File: src/rtl/mem_bus_arbiter.sv
// Two-requester memory bus arbiter (I-cache / D-cache).
// Grant is combinational with D-cache priority. An anti-starvation counter
// flips that priority once the I-cache has been denied STARVE_LIMIT cycles in a row.
// A tag owner table routes returning load data back to whichever cache issued it.
// Command encoding: 2'd0 = BUS_NONE, 2'd1 = BUS_LOAD, 2'd2 = BUS_STORE.
module mem_bus_arbiter #(
   parameter int XLEN         = 32,
   parameter int STARVE_LIMIT = 4,
   parameter int NUM_TAGS     = 15
) (
   input  logic            clk,
   input  logic            rst,
   input  logic [XLEN-1:0] icache2arb_addr,
   input  logic [1:0]      icache2arb_command,
   input  logic [XLEN-1:0] dcache2arb_addr,
   input  logic [XLEN-1:0] dcache2arb_data,
   input  logic [1:0]      dcache2arb_command,
   output logic [XLEN-1:0] arb2mem_addr,
   output logic [XLEN-1:0] arb2mem_data,
   output logic [1:0]      arb2mem_command,
   input  logic [3:0]      mem2arb_response,
   input  logic [XLEN-1:0] mem2arb_data,
   input  logic [3:0]      mem2arb_tag,
   output logic [3:0]      arb2icache_response,
   output logic [3:0]      arb2dcache_response,
   output logic [XLEN-1:0] arb2icache_data,
   output logic [3:0]      arb2icache_tag,
   output logic [XLEN-1:0] arb2dcache_data,
   output logic [3:0]      arb2dcache_tag,
   output logic            orphan_err
);

   localparam logic [1:0] BUS_NONE = 2'd0;
   localparam logic [1:0] BUS_LOAD = 2'd1;

   logic                ireq, dreq, igrant, dgrant;
   logic [2:0]          starve_q, starve_d;
   // Index 0 is never used: tag 0 means "no tag".
   logic [NUM_TAGS:0]   valid_q, valid_d, owner_q, owner_d;
   logic                orphan_q, orphan_d;
   logic                ret_hit, alloc;

   // Pick the winner: D-cache by default, I-cache once it has starved long enough.
   always_comb begin
      ireq   = (icache2arb_command != BUS_NONE);
      dreq   = (dcache2arb_command != BUS_NONE);
      igrant = ireq && (!dreq || (int'(starve_q) >= STARVE_LIMIT));
      dgrant = dreq && !igrant;
   end

   // Forward the granted request and hand the acceptance tag only to its issuer.
   always_comb begin
      arb2mem_command     = BUS_NONE;
      arb2mem_addr        = '0;
      arb2mem_data        = '0;
      arb2icache_response = 4'd0;
      arb2dcache_response = 4'd0;
      if (igrant) begin
         arb2mem_command     = icache2arb_command;
         arb2mem_addr        = icache2arb_addr;
         arb2icache_response = mem2arb_response;
      end else if (dgrant) begin
         arb2mem_command     = dcache2arb_command;
         arb2mem_addr        = dcache2arb_addr;
         arb2mem_data        = dcache2arb_data;
         arb2dcache_response = mem2arb_response;
      end
   end

   // Route returning load data to the recorded owner; unknown tags go nowhere.
   always_comb begin
      ret_hit         = (mem2arb_tag != 4'd0) && (int'(mem2arb_tag) <= NUM_TAGS)
                        && valid_q[mem2arb_tag];
      arb2icache_tag  = 4'd0;
      arb2icache_data = '0;
      arb2dcache_tag  = 4'd0;
      arb2dcache_data = '0;
      if (ret_hit) begin
         if (owner_q[mem2arb_tag]) begin
            arb2dcache_tag  = mem2arb_tag;
            arb2dcache_data = mem2arb_data;
         end else begin
            arb2icache_tag  = mem2arb_tag;
            arb2icache_data = mem2arb_data;
         end
      end
   end

   // Next state: starvation count, table free-on-return then allocate-on-accept.
   // Allocation is applied last so a same-cycle free/realloc of one tag keeps it valid.
   always_comb begin
      if (ireq && !(igrant && (mem2arb_response != 4'd0)))
         starve_d = (starve_q == 3'd7) ? 3'd7 : starve_q + 3'd1;
      else
         starve_d = 3'd0;
      valid_d  = valid_q;
      owner_d  = owner_q;
      orphan_d = orphan_q;
      if (mem2arb_tag != 4'd0) begin
         if (ret_hit) valid_d[mem2arb_tag] = 1'b0;
         else         orphan_d             = 1'b1;
      end
      alloc = (arb2mem_command == BUS_LOAD) && (mem2arb_response != 4'd0)
              && (int'(mem2arb_response) <= NUM_TAGS);
      if (alloc) begin
         valid_d[mem2arb_response] = 1'b1;
         owner_d[mem2arb_response] = dgrant;
      end
   end

   // State registers; reset empties the table and clears the sticky error.
   always_ff @(posedge clk or negedge rst) begin
      if (!rst) begin
         starve_q <= 3'd0;
         valid_q  <= '0;
         owner_q  <= '0;
         orphan_q <= 1'b0;
      end else begin
         starve_q <= starve_d;
         valid_q  <= valid_d;
         owner_q  <= owner_d;
         orphan_q <= orphan_d;
      end
   end

   assign orphan_err = orphan_q;

endmodule

File: config.mk
export PLATFORM = sky130hd
export DESIGN_NAME = mem_bus_arbiter
export DESIGN_NICKNAME = d
export VERILOG_FILES = /design/src/rtl/mem_bus_arbiter.sv
export SDC_FILE = /design/constraint.sdc
export NUM_CORES = 1
export LEC_CHECK = 0
export CORE_ASPECT_RATIO = 0.9
export CORE_MARGIN = 4
export CORE_UTILIZATION = 28
export DETAILED_ROUTE_END_ITERATION = 6
export GPL_TIMING_DRIVEN = 0
export PLACE_DENSITY_LB_ADDON = 0.08
export SYNTH_ARGS = -nofsm -noshare
export SYNTH_HDL_FRONTEND = slang
export SYNTH_SLANG_ARGS = --single-unit
File: constraint.sdc
create_clock -name clk -period 2.35 [get_ports clk]
set_clock_uncertainty 0.05 [all_clocks]
set_input_delay 0.3525 -clock clk [delete_from_list [all_inputs] [get_ports clk]]
set_output_delay 0.3525 -clock clk [all_outputs]
set_load 0.01 [all_outputs]
==> results.yml <==
synth:
  synth.top_cell.area_share_pct: 28.92
  syn_inst: 361
  synthFlopType: "dfrtp_1"
  synth.avg_cell_area_um2: 8.630
  synth_nets: 504
  synthArstFlopShare_pct: 100.0
  yosysTopAreaCell: "dfrtp_1"
  ys_seq_area_share_pct: 28.92
  yosysWarnings: 0
  netlist_top_cells_area: "dfrtp_1, nor3b_1, a22o_1"
  synth-edff-count: 0
  synth.ff_latch_count: 36
  syn_area_um2: 3115
  ys_types: 32
detailed_routing:
  wl_per_cell_um: 18.42
  vias_per_cell: 4.856
  drt_pre_antenna_iters: 4
  vias: 4089
  dr.first_iter.drc_count: 145
  wl_mm: 15.51
  drc: 0
  drtAntennaViolNets: 0
finish:
  multi_input_area_um2: 2320
  nets: 832
  instances_no_fill: 842
  drive_gt1_share_pct: 32.37
  fillCellCount: 973
  area_growth_pct: 115.5
  regArea_um2: 902.1
worst_setup_path:
  worstPathCellList: "mux4_2 > mux2_4 > a22oi_2 > buf_6 > buf_6 > nor3b_2 > buf_2"
  r2r_setup_slack_ns: 0.20
  path_buf_inv: 3
  arrival_ns: 2.21
  worst_r2r_endpoint: "owner_q[13]"
  rr_worst_depth: 6
  endpoint_kind: "output pin"
  cpMostUsedCell: "buf_6"
  timing.rr.start: "starve_q[2]"
  worstSetupPathType: "flip-flop to output pin"
  crit_fanout: 5
  cp_slowest_cell: "mux4_2"
  critPathTopFamily: "multiplexers"
  cp-start-kind: "flip-flop"
  critPathRequiredTime_ns: 1.95
  slowest_delay_ns: 0.46
timing:
  finalMaxSlewViolations: 0
  worstMarginPinSlew_ns: 0.8011
  rsz0062_at_grt: "yes"
  slew_headroom_pct: 46.59
  max_freq_mhz: 383.5
  min_period_ns: 2.608
  setup_ws_ns: -0.2578
  setup_violations: 72
  holdWs_ns: 0.1156
  finalHoldViolations: 0
  finalCritPeriodShare_pct: 111.0
  tns_ns: -14.94
floorplan:
  die_area_um2: 12880
  die_x_um: 119.2
  ios: 289
  start_util_pct: 28.70
  placementRows: 36
  die_h_um: 108.1
  core_area_um2: 10860
global_routing:
  grt_usage_pct: 22.41
  grt_pass1_vias: 4392
  grt_max_degree: 37
  grt_antenna_before_repair: 0
  grt-ovfl-total: 0
  grt_pass1_wl_mm: 23.15
pwr:
  power_frac_clock_pct: 15.3
  comb_power_share_pct: 62.8
  intPower_mw: 2.542
  ir_drop_uv: 314.6
  power_mw: 4.014
  switchingPower_mw: 1.472
  switching_share_pct: 36.66
  p_leak_nw: 3.165
  seq_power_share_pct: 21.9
  powerDensity_nw_per_um2: 597.9
placement:
  placedCellCount: 799
  dp_hpwl_mm: 11.94
  io_buffers: 286
  gp_congestion: 0.8632
clock_network:
  clock_path_buffers: 2
  cts_root_buf: "clkbuf_16"
  cts_made_buffers: 5
  tritoncts: "yes"
  cts.clk_slew.worst_paths_ns: 0.05
  cts_sinks: 36
  ctsHtreeMaxLevel: 2
  hold_buffers: 0
  clk_latency_ns: 0.27
status:
  violations: "negative setup slack"
  status: "finished, violations left"
run:
  drv_cap: 0
worst_hold_path:
  min-delay-path-class: "input pin to async pin"
-- synthesized netlist by cell type, types with 6 or more instances --
cell      instances
dfrtp_1          36
nor2b_1           6
nand2_1          24
clkbuf_1         25
and2_1           40
nor2_1           24
nor3b_1          70
a22o_1           32
buf_2             9
mux4_2            6
o21ai_0          23
mux2_2           16
nand2b_1          8
-- routing by layer --
metal | wire length (um) | up-vias | track usage [%]
met2 | 8119 | 178 | 41.47
met3 | 1470 | 18 | 8.421
li1 | - | 1965 | -
met5 | 0 | - | 0
met1 | 5658 | 1928 | 23.93
met4 | 261 | 0 | 6.286
-- worst reg2reg max path, delay by kind of cell, from the launching register on --
family	cells	cell delay [ns]
buffers and inverters	2	0.44
muxes	1	0.33
DFF	1	0.43
AOI/OAI and AO/OA	3	0.79
-- power by group through the flow --
stage	logic [mW]	registers [mW]	clock network, mW
floorplan	1.05	0.859	0
global placement	2.14	0.878	0
detailed placement	2.16	0.889	0
CTS	2.35	0.880	0.630
global route	2.72	0.898	0.652
finish	2.52	0.878	0.615
-- cells by family after synthesis --
kind of cell / count (synthesis) / share of synthesized area [%]
fa+ha+maj: 1 / 0.4015
simple gates: 181 / 35.22
mux: 26 / 11.41
buf+inv: 38 / 5.181
flops: 36 / 28.92
compound gates: 79 / 18.88
-- state kept, by name (all words and copies together), names as in the netlist --
signal,count
starve_q,3
orphan_err,1
owner_q,16
valid_q,16
-- metrics by stage --
stage	setup WS (ns)	utilization, %	cell area, um^2
CTS	-0.2942	59.99	6513
finish	-0.2578	61.85	6714
global route	-0.3317	61.83	6711
detailed placement	-1.107	56.78	6163
floorplan	0.008604	-	3115
global placement	-1.072	56.82	6168
-- worst max-delay path by stage --
stage,from,end,slack (ns),cells after the start
final,valid_q[11],arb2dcache_data[25],-0.26,7
after global routing,valid_q[11],arb2dcache_data[14],-0.33,7
after CTS,owner_q[15],arb2dcache_data[21],-0.29,7
after detailed placement,mem2arb_tag[2],arb2dcache_data[14],-1.11,8
after global placement,mem2arb_tag[2],arb2dcache_data[1],-1.07,8
after floorplan,mem2arb_tag[0],arb2icache_data[22],0.009,6
-- timing repair --
action | in CTS | in global routing
endpoints found under the setup margin | 157 | 113
setup buffers | 23 | 10
cloned | 5 | 2
resized for setup | 457 | 93
pin swaps | 10 | 19
-- final cells by class --
| cell class | instances | share of cell area (%) |
|---|---|---|
| Antenna cell | 1 | 0.03727 |
| Sequential cell | 36 | 13.44 |
| Inverter | 2 | 0.1118 |
| Multi-Input combinational cell | 288 | 34.55 |
| Clock buffer | 6 | 1.919 |
| Clock inverter | 1 | 0.07454 |
| Tap cell | 152 | 2.833 |
| Buffer | 34 | 5.721 |
| Timing Repair Buffer | 322 | 41.32 |
-- layout by cell type (no fill, tap or decap), types with 5 or more instances in the layout --
cell / netlist / final
mux2_2: 16 / 15
clkbuf_2: 0 / 15
nor3b_1: 70 / 41
buf_6: 0 / 20
o211ai_1: 5 / 5
clkbuf_1: 25 / 5
dlygate4sd2_1: 0 / 69
nor2_1: 24 / 18
and2_1: 40 / 39
a21oi_1: 5 / 5
nand2_1: 24 / 23
buf_8: 0 / 7
nor3b_2: 0 / 29
clkbuf_8: 0 / 14
dfrtp_1: 36 / 35
nor2b_1: 6 / 6
nand2b_1: 8 / 8
buf_4: 2 / 18
a22o_1: 32 / 32
o21ai_0: 23 / 23
buf_2: 9 / 63
mux4_2: 6 / 6
clkbuf_16: 0 / 6
clkdlybuf4s50_1: 0 / 136
or2_2: 5 / 5
Power figures use the tool's default switching activity.
